[src/rtl/imm_issue_ctl.sv]
// Issue control for the immediate-load instructions 020-023 (A destination) and 040/041 (S destination).
// It captures the parcels, waits out reservations, strobes the generator for one cycle, then writes back.
module imm_issue_ctl (
   input  logic        clk,
   input  logic        rst_n,
   input  logic        i_issue_vld,
   input  logic [15:0] i_parcel,
   output logic        o_issue_rdy,
   input  logic        i_lip_vld,
   input  logic [15:0] i_lip,
   output logic        o_lip_rdy,
   input  logic [7:0]  i_a_resv,
   input  logic [7:0]  i_s_resv,
   input  logic        i_fu_a_wb,
   input  logic        i_fu_s_wb,
   output logic [6:0]  o_gen_instr,
   output logic [2:0]  o_gen_j,
   output logic [2:0]  o_gen_k,
   output logic [15:0] o_gen_lip,
   output logic        o_a_we,
   output logic [2:0]  o_a_waddr,
   output logic        o_s_we,
   output logic [2:0]  o_s_waddr,
   output logic [2:0]  o_sj_addr,
   output logic        o_busy,
   output logic        o_illegal,
   output logic [2:0]  dbg_state
);

   typedef enum logic [2:0] {
      ST_IDLE = 3'd0,
      ST_LIP  = 3'd1,
      ST_CHK  = 3'd2,
      ST_GEN  = 3'd3,
      ST_WB   = 3'd4
   } state_t;

   state_t      state;
   state_t      state_nxt;

   logic [6:0]  op_q;
   logic [2:0]  i_q;
   logic [2:0]  j_q;
   logic [2:0]  k_q;
   logic [15:0] lip_q;
   logic        illegal_q;

   logic [6:0]  in_op;
   logic        in_two;
   logic        in_one;
   logic        accept;
   logic        lip_take;
   logic        cap_s;
   logic        cap_two;
   logic        dest_resv;
   logic        sj_resv;
   logic        chk_ok;

   // Handshakes: a parcel transfers on a cycle where its valid and ready are both high at posedge;
   // ready never depends on the parcel contents, and valid outside the ready window is ignored.
   assign accept   = i_issue_vld & (state == ST_IDLE);
   assign lip_take = i_lip_vld & (state == ST_LIP);

   assign in_op = i_parcel[15:9];

   always_comb begin
      in_two = 1'b0;
      in_one = 1'b0;
      case (in_op)
         7'o020, 7'o021, 7'o040, 7'o041: in_two = 1'b1;
         7'o022, 7'o023:                 in_one = 1'b1;
         default: ;
      endcase
   end

   assign cap_s   = (op_q == 7'o040) || (op_q == 7'o041);
   assign cap_two = cap_s || (op_q == 7'o020) || (op_q == 7'o021);

   // 023 also reads Sj, so it must wait for that register as well as its A destination.
   assign dest_resv = cap_s ? i_s_resv[i_q] : i_a_resv[i_q];
   assign sj_resv   = (op_q == 7'o023) & i_s_resv[j_q];
   assign chk_ok    = ~dest_resv & ~sj_resv;

   always_ff @(posedge clk or negedge rst_n) begin
      if (!rst_n) begin
         state <= ST_IDLE;
      end else begin
         state <= state_nxt;
      end
   end

   always_ff @(posedge clk or negedge rst_n) begin
      if (!rst_n) begin
         op_q      <= 7'o000;
         i_q       <= 3'd0;
         j_q       <= 3'd0;
         k_q       <= 3'd0;
         lip_q     <= 16'h0000;
         illegal_q <= 1'b0;
      end else begin
         illegal_q <= accept & ~in_two & ~in_one;
         if (accept) begin
            op_q  <= in_op;
            i_q   <= i_parcel[8:6];
            j_q   <= i_parcel[5:3];
            k_q   <= i_parcel[2:0];
            lip_q <= 16'h0000;
         end else if (lip_take) begin
            lip_q <= i_lip;
         end
      end
   end

   always_comb begin
      state_nxt   = state;
      o_issue_rdy = 1'b0;
      o_lip_rdy   = 1'b0;
      o_gen_instr = 7'o000;
      o_gen_j     = 3'd0;
      o_gen_k     = 3'd0;
      o_gen_lip   = 16'h0000;
      o_a_we      = 1'b0;
      o_a_waddr   = 3'd0;
      o_s_we      = 1'b0;
      o_s_waddr   = 3'd0;
      o_sj_addr   = 3'd0;
      case (state)
         ST_IDLE: begin
            o_issue_rdy = 1'b1;
            if (i_issue_vld) begin
               if (in_two) begin
                  state_nxt = ST_LIP;
               end else if (in_one) begin
                  state_nxt = ST_CHK;
               end
            end
         end
         ST_LIP: begin
            o_lip_rdy = 1'b1;
            if (i_lip_vld) begin
               state_nxt = ST_CHK;
            end
         end
         ST_CHK: begin
            o_sj_addr = j_q;
            if (chk_ok) begin
               state_nxt = ST_GEN;
            end
         end
         ST_GEN: begin
            o_sj_addr   = j_q;
            o_gen_instr = op_q;
            o_gen_j     = j_q;
            o_gen_k     = k_q;
            o_gen_lip   = cap_two ? lip_q : 16'h0000;
            state_nxt   = ST_WB;
         end
         ST_WB: begin
            // A functional unit owning the write port wins; retry every cycle until it lets go.
            o_sj_addr = j_q;
            if (cap_s) begin
               o_s_waddr = i_q;
               if (!i_fu_s_wb) begin
                  o_s_we    = 1'b1;
                  state_nxt = ST_IDLE;
               end
            end else begin
               o_a_waddr = i_q;
               if (!i_fu_a_wb) begin
                  o_a_we    = 1'b1;
                  state_nxt = ST_IDLE;
               end
            end
         end
         default: state_nxt = ST_IDLE;
      endcase
   end

   assign o_busy    = (state != ST_IDLE);
   assign o_illegal = illegal_q;
   assign dbg_state = state;

endmodule

[config.mk]
export PLATFORM = sky130hd
export DESIGN_NAME = imm_issue_ctl
export DESIGN_NICKNAME = d
export VERILOG_FILES = /design/src/rtl/imm_issue_ctl.sv
export SDC_FILE = /design/constraint.sdc
export NUM_CORES = 1
export LEC_CHECK = 0
export BUFFER_PORTS_ARGS = -buffer_cell sky130_fd_sc_hd__buf_2
export CORE_MARGIN = 4
export CORE_UTILIZATION = 49
export CTS_CLUSTER_SIZE = 28
export DETAILED_ROUTE_END_ITERATION = 10
export PLACE_DENSITY_LB_ADDON = 0.25
export SYNTH_ARGS = -nofsm -noshare
export SYNTH_HDL_FRONTEND = slang
export SYNTH_SLANG_ARGS = --single-unit
export TNS_END_PERCENT = 30
[constraint.sdc]
create_clock -name clk -period 4.8 [get_ports clk]
set_input_delay 0.72 -clock clk [delete_from_list [all_inputs] [get_ports clk]]
set_output_delay 0.72 -clock clk [all_outputs]
set_load 0.02 [all_outputs]
==> results.toml, run 1 <==
[clock_network]
cts_tree = "done"
clk_latency_ns = 0.28
numCtsBuffers = 5
cts_max_path_buffers = 2
path_clk_slew_ns = 0.07
cts.sinks = 36
ctsHoldBuffers = 0
htreeDepth = 2
cts_resized = 0
cts_root_buffer = "clkbuf_8"
cts_setup_buffers = 0

[synth]
synth_area_per_cell_um2 = 11.4
netlist-cell-type-count = 41
synth_common_cells = "and2_1, dfrtp_1, a22o_1"
syn_area_um2 = 2030
synth_nets = 232
yosys_warnings = 0
synth_cells = 178
synth_top_area_share_pct = 44.5
synth_seq_area_share_pct = 44.5
synth_edf_count = 0
ys_ff_latch = 36
async_flop_share_pct = 100
ys.flop_type = "dfrtp_1"
synthTopCellsByArea = "dfrtp_1, and2_1, mux2_2, a22o_1, mux4_2"
yosysTopAreaCell = "dfrtp_1"

[sta]
fmax_ghz = 0.321
slew_viol_final = 0
finalSetupTns_ns = 0
setup_viol = 0
fin_skew_ns = 0.00346
rsz0062_at_grt = "no"
worst_pin_slew_ns = 0.809
period_share_pct = 64.9
fin_crit_ns = 3.11
maxSlewHeadroom_pct = 46.1
hold_violations = 0

[worst_setup_path]
arrival_ns = 2.39
path_class = "flip-flop to primary output"
end_kind = "primary output"
r2r_end = "lip_q[3]"
r2r_slack_ns = 2.74
rr_worst_depth = 4
reg2reg_from = "dbg_state[2]"
cp_max_fo = 16
crit_required_ns = 4.08
startpoint_type = "flip-flop"

[drt]
drt_wl_total_um = 5110
via_count = 1773
ant_nets = 0
drt_iter0_markers = 59
wl_per_cell_um = 15.6
via_per_inst = 5.42
dr.pass1.iters = 4
drc = 0

[place]
hpwl_um = 3900
placed_area_um2 = 2540
gp_congestion = 0.821
port_buffers = 100

[global_route]
gr-total-overflow = 0
antenna_found_initial = 0
grt_pass1_vias = 1795
grt_max_degree = 37
grt_pass1_wl_um = 8200
track_usage_pct = 20.0

[cells_and_area]
antenna_cells = 0
fillers = 323
fin_area_um2 = 2620
nNetsFinal = 331
syn_to_final_growth_pct = 29.2
drive_gt1_share_pct = 49.1

[floorplanning]
die_area_um2 = 5230
die_h_um = 72.3
start_util_pct = 50.6
die_x_um = 72.3
pin_count = 101
coreArea_um2 = 4000
num_rows = 23

[worst_hold_path]
holdPathEnd = "lip_q[1]"
worstHoldStart = "lip_q[1]"
hp-class = "flip-flop to flip-flop"
hold_path_depth = 1

[pwr]
vdd_drop_max_mv = 0.352
leakage_nw = 1.35
power.density_nw_per_um2 = 517

[outcome]
status = "finished clean"

[flow_run]
maxCapViolations = 0
==> cells by family after synthesis <==
group	synth area share, %
AOI/OAI and AO/OA	14.1
buffers and inverters	3.40
and+or+nand+nor	24.0
DFF	44.5
muxes	13.7
xor gates and xnor gates	0.432
==> area by class of cell <==
cell class	instances	area, um^2	share of cell area [%]
Clock inverter	1	5.00	0.191
Tap cell	50	62.6	2.39
Timing Repair Buffer	100	500	19.1
Inverter	5	18.8	0.717
Multi-Input combinational cell	129	1060	40.4
Sequential cell	36	901	34.4
Clock buffer	6	72.6	2.77
==> power breakdown <==
part	switching, W	leakage (nW)	total (W)	internal (W)
registers	0.000150	0.457	0.000590	0.000439
logic	0.000284	0.856	0.000564	0.000280
clock network	0.000101	0.0410	0.000200	0.0000986
==> stage by stage <==
step	util, %	setup WS (ns)	instances	total power (W)	hold WS (ns)
after floorplan	-	2.30	178	0.000998	0.424
after global placement	63.5	2.04	320	0.00114	0.478
after detailed placement	63.5	1.99	320	0.00116	0.474
after CTS	65.4	1.67	327	0.00137	0.498
after global routing	65.4	1.40	327	0.00145	0.513
final	65.4	1.69	327	0.00135	0.490
==> how the worst max path moves through the flow <==
stage                      start            to  slack, ns  depth (start not counted)
floorplan                op_q[3]        o_s_we       2.30                          3
global placement    dbg_state[1]  o_gen_lip[8]       2.04                          5
detailed placement  dbg_state[1]  o_gen_lip[0]       1.99                          5
CTS                 dbg_state[1]  o_gen_lip[0]       1.67                          5
global route        dbg_state[1]  o_gen_lip[5]       1.40                          5
finish              dbg_state[1]  o_gen_lip[6]       1.69                          5
==> cell usage in the layout, fill, tap and decap left out, types with 2 or more instances in the layout <==
master    synthesis  final
a211oi_1          3      3
a21oi_1           2      2
a22o_1           16     16
a31oi_1           5      5
and2_1           36     36
buf_2             4    100
clkbuf_8          0      5
dfrtp_1          36     36
inv_1             4      4
mux2_2           15     15
mux2i_1           4      4
mux4_2            3      3
nand2_1           3      3
nand2b_1          4      4
nor2_1            5      5
nor2b_1           5      5
nor3_1            5      5
o21ai_0           3      3
==> registers in the layout, indices dropped and copies added (netlist names) <==
name       count
i_q            3
lip_q         16
k_q            3
j_q            3
op_q           7
dbg_state      3
o_illegal      1
==> layer usage <==
| layer | wire, um | vias up | GRT usage [%] |
|---|---|---|---|
| li1 | - | 837 | - |
| met1 | 2110 | 857 | 25.7 |
| met2 | 2470 | 71 | 33.6 |
| met3 | 463 | 8 | 4.85 |
| met4 | 67 | 0 | 5.85 |
| met5 | 0 | - | 0 |
==> worst max-delay path: stages, from the launching register on <==
cell     delay [ns]
dfrtp_1        0.50
inv_2          0.12
nor3b_4        0.47
nor4b_4        0.63
and2_1         0.23
buf_2          0.16
(Power assumes the default switching activity.)
==> inputs of run 2 (changes only) <==
--- a/config.mk
+++ b/config.mk
@@ -7,7 +7,7 @@
 export LEC_CHECK = 0
 export BUFFER_PORTS_ARGS = -buffer_cell sky130_fd_sc_hd__buf_2
 export CORE_MARGIN = 4
-export CORE_UTILIZATION = 49
+export CORE_UTILIZATION = 46
 export CTS_CLUSTER_SIZE = 28
 export DETAILED_ROUTE_END_ITERATION = 10
 export PLACE_DENSITY_LB_ADDON = 0.25
==> constraint.sdc (replaced) <==
create_clock -name clk -period 3.2 [get_ports clk]
set_input_delay 0.48 -clock clk [delete_from_list [all_inputs] [get_ports clk]]
set_output_delay 0.48 -clock clk [all_outputs]
set_load 0.02 [all_outputs]
==> results.toml, run 2 (synthesis gave the netlist of run 1 again) <==
[place]
gp_congestion = 0.794
dp.cells = 321
port_buffers = 100
hpwl_um = 3780

[drt]
via_per_inst = 5.18
wl_per_cell_um = 14.9
dr.pass1.iters = 4
drc = 0
drt_iter0_markers = 73
drt_wl_total_um = 4920
via_count = 1703
ant_nets = 0

[clock_network]
ctsHoldBuffers = 0
cts_resized = 0
cts_root_buffer = "clkbuf_8"
numCtsBuffers = 5
clk_latency_ns = 0.28
cts_setup_buffers = 0
cts.sinks = 36
cts_tree = "done"
cts_max_path_buffers = 2
htreeDepth = 2
path_clk_slew_ns = 0.07

[worst_setup_path]
cp_max_fo = 16
crit_required_ns = 2.72
rr_worst_depth = 4
arrival_ns = 2.14
r2r_end = "lip_q[5]"
reg2reg_from = "dbg_state[0]"
end_kind = "primary output"
path_class = "flip-flop to primary output"
startpoint_type = "flip-flop"
r2r_slack_ns = 1.14

[sta]
hold_violations = 0
setup_viol = 0
slew_viol_final = 0
fin_crit_ns = 2.62
whs_ns = 0.282
maxSlewHeadroom_pct = 47.4
rsz0062_at_grt = "no"
worst_pin_slew_ns = 0.789
period_share_pct = 81.8
fin_skew_ns = 0.00419
finalSetupTns_ns = 0
fmax_ghz = 0.382

[pwr]
finalPower_w = 0.00205
vdd_drop_max_mv = 0.495
leakage_nw = 1.36
power.density_nw_per_um2 = 777

[cells_and_area]
final_cell_mix = "buf_2, and2_1, dfrtp_1, a22o_1, mux2_2"
final_common_cell = "buf_2"
final_cell_count_no_fill = 329
syn_to_final_growth_pct = 30.3
antenna_cells = 0
reg_top3 = "lip_q x16, op_q x7"
largest_reg_flops = 16
nNetsFinal = 332
regMostFlops = "lip_q"
drive_gt1_share_pct = 49.5

[floorplanning]
coreArea_um2 = 4120
num_rows = 23
die_area_um2 = 5530
pin_count = 101
die_x_um = 74.4
start_util_pct = 49.2
die_h_um = 74.4

[global_route]
track_usage_pct = 18.2
grt_pass1_vias = 1719
antenna_found_initial = 0
grt_max_degree = 37
gr-total-overflow = 0
grt_pass1_wl_um = 7720

[outcome]
status = "finished clean"

[flow_run]
maxCapViolations = 0

[worst_hold_path]
hp-class = "input pin to async pin"
run 2: cell type report:
class | count | area, um^2
fillers | 331 | 1480
multi-input cells | 129 | 1060
flip-flops and latches | 36 | 901
repair buffers | 101 | 508
clock buffers | 7 | 86.3
well taps | 50 | 62.6
inverters | 5 | 18.8
clock inverters | 1 | 7.51
run 2: metrics by stage:
step	setup slack, ns	utilization [%]	area [um^2]
floorplan	0.936	-	2030
global placement	0.881	61.9	2550
detailed placement	0.870	61.9	2550
CTS	0.564	64.2	2640
global route	0.420	64.2	2640
finish	0.584	64.2	2640
run 2: how the worst max path moves through the flow:
stage | start | end | cells past startpoint
2_1_floorplan | op_q[3] | o_s_we | 3
3_3_place_gp | dbg_state[1] | o_gen_lip[14] | 5
3_5_place_dp | dbg_state[1] | o_gen_lip[13] | 5
4_1_cts | dbg_state[1] | o_gen_lip[13] | 5
5_1_grt | dbg_state[1] | o_gen_lip[14] | 5
6_report | dbg_state[1] | o_gen_lip[13] | 5
run 2: report_power, final:
group / total (W) / switching [W] / internal, W
Combinational: 0.000836 / 0.000414 / 0.000422
Sequential: 0.000883 / 0.000224 / 0.000659
Clock: 0.000333 / 0.000158 / 0.000175
run 2: layer usage:
| metal | vias to the layer above | global-route usage (%) | part of all wire, % |
|---|---|---|---|
| met5 | - | 0 | 0 |
| met1 | 788 | 21.3 | 41 |
| met2 | 65 | 32.9 | 49 |
| met3 | 5 | 5.68 | 9.3 |
| li1 | 845 | - | - |
| met4 | 0 | 3.56 | 0.61 |
run 2: worst max-delay path, cell delays in order (launching register included):
cell and delay [ns]:
dfrtp_1 0.51, inv_2 0.12, nor3b_4 0.22, nor4b_4 0.60
and2_1 0.23, buf_2 0.16
==> inputs of run 3 (changes only) <==
--- a/config.mk
+++ b/config.mk
@@ -7,7 +7,7 @@
 export LEC_CHECK = 0
 export BUFFER_PORTS_ARGS = -buffer_cell sky130_fd_sc_hd__buf_2
 export CORE_MARGIN = 4
-export CORE_UTILIZATION = 46
+export CORE_UTILIZATION = 41
 export CTS_CLUSTER_SIZE = 28
 export DETAILED_ROUTE_END_ITERATION = 10
 export PLACE_DENSITY_LB_ADDON = 0.25
==> constraint.sdc (replaced) <==
create_clock -name clk -period 2.4 [get_ports clk]
set_input_delay 0.36 -clock clk [delete_from_list [all_inputs] [get_ports clk]]
set_output_delay 0.36 -clock clk [all_outputs]
set_load 0.02 [all_outputs]
==> results.toml, run 3 (synthesis gave the netlist of run 1 again) <==
[outcome]
status = "finished clean"

[worst_setup_path]
rr_worst_depth = 5
arrival_ns = 2.00
r2r_slack_ns = 0.57
r2r_end = "dbg_state[2]"
crit_start = "op_q[6]"
critPathCapture = "o_s_waddr[2]"
cp_max_fo = 3
critPathBufInv = 1
reg2reg_from = "op_q[6]"
crit_required_ns = 2.04
end_kind = "primary output"
crit_family = "simple AND/OR/NAND/NOR gates"
slowest_delay_ns = 0.54
path_class = "flip-flop to primary output"
cpMaxStageDelayCell = "or4b_4"
worst-path-stages = 5
startpoint_type = "flip-flop"
path_cells = "or3_4 > or4b_4 > nor2_4 > and2_1 > buf_6"

[cells_and_area]
final_cell_count_no_fill = 352
fin_area_um2 = 2770
reg_top3 = "lip_q x16, op_q x7"
ff_latch_area_um2 = 901
syn_to_final_growth_pct = 36.5
final_common_cell = "buf_2"
largest_reg_flops = 16
drive_gt1_share_pct = 51.2
regMostFlops = "lip_q"
multi_input_area_um2 = 1080
antenna_cells = 0
fillers = 449
final_cell_mix = "buf_2, dfrtp_1, and2_1, a22o_1, mux2_2"
nNetsFinal = 338

[global_route]
track_usage_pct = 17.5
grt_max_degree = 37
gr-total-overflow = 0
grt_pass1_vias = 1808
antenna_found_initial = 0
grt_pass1_wl_um = 8540

[clock_network]
htreeDepth = 2
cts.sinks = 36
numCtsBuffers = 5
clk_latency_ns = 0.29
cts_root_buffer = "clkbuf_8"
ctsHoldBuffers = 0
cts_max_path_buffers = 2
cts_tree = "done"
path_clk_slew_ns = 0.08

[floorplanning]
coreArea_um2 = 4750
pin_count = 101
num_rows = 25
die_area_um2 = 6130
die_x_um = 78.3
start_util_pct = 42.6
die_h_um = 78.3

[place]
port_buffers = 100
place_worst_setup_slack_ns = 0.269
dp.cells = 341
placed_area_um2 = 2590
gp_congestion = 0.782
hpwl_um = 3960

[sta]
fmax_ghz = 0.424
setup_viol = 0
slew_viol_final = 0
timing.final.ws_setup_ns = 0.0421
rsz0062_at_grt = "yes"
period_share_pct = 98.2
hold_violations = 0
fin_skew_ns = 0.0108
fin_crit_ns = 2.36
maxSlewHeadroom_pct = 45.9
worst_pin_slew_ns = 0.812

[drt]
ant_nets = 0
drc = 0
drt_wl_total_um = 5330
via_count = 1769
dr.pass1.iters = 4
wl_per_cell_um = 15.2
drt_iter0_markers = 107
via_per_inst = 5.03

[pwr]
power.density_nw_per_um2 = 1020
leakage_nw = 1.40
vdd_drop_max_mv = 0.608

[flow_run]
maxCapViolations = 0

[worst_hold_path]
hp-class = "input pin to async pin"
-- run 3: worst min-delay path by stage --
stage               slack (ns)  cells past startpoint  startpoint           end
detailed placement        0.48                      1   lip_q[11]     lip_q[11]
global placement          0.47                      1    lip_q[7]      lip_q[7]
floorplan                 0.06                      0       rst_n  dbg_state[0]
finish                    0.16                      1       rst_n        k_q[1]
global route              0.22                      1       rst_n        k_q[0]
CTS                       0.19                      1       rst_n        k_q[1]
-- run 3: routing by layer --
layer / track usage, % / part of all wire (%)
met1: 23.7 / 44
met2: 28.2 / 49
met3: 4.36 / 7.0
met4: 4.20 / 0.71
met5: 0 / 0
-- run 3: cell type report --
type / instances / share of cell area [%]
clock inverters: 1 / 0.271
repair buffers: 107 / 21.4
inverters: 5 / 0.679
flip-flops and latches: 36 / 32.6
well taps: 67 / 3.03
clock buffers: 7 / 3.12
multi-input cells: 129 / 39.0
-- run 3: power by group --
part	leakage, nW	total, W	switching (W)	internal (W)
Combinational	0.899	0.00119	0.000583	0.000605
Sequential	0.457	0.00119	0.000310	0.000878
Clock	0.0445	0.000448	0.000215	0.000233
Total	1.40	0.00282	0.00111	0.00172
-- run 3: repair_timing --
action | in CTS | in global routing
setup endpoints to repair | 3 | 19
buffers inserted | 3 | 0
resized for setup | 5 | 12
pin swaps | 2 | 1
-- run 3: through the flow --
| stage | TNS, ns | hold slack, ns | power [W] | utilization (%) |
|---|---|---|---|---|
| floorplan | 0 | 0.0644 | 0.00200 | - |
| finish | 0 | 0.157 | 0.00282 | 58.2 |
| CTS | -0.00831 | 0.189 | 0.00283 | 57.3 |
| detailed placement | 0 | 0.475 | 0.00235 | 54.5 |
| global placement | 0 | 0.475 | 0.00232 | 54.5 |
| global route | -0.0859 | 0.223 | 0.00302 | 58.2 |
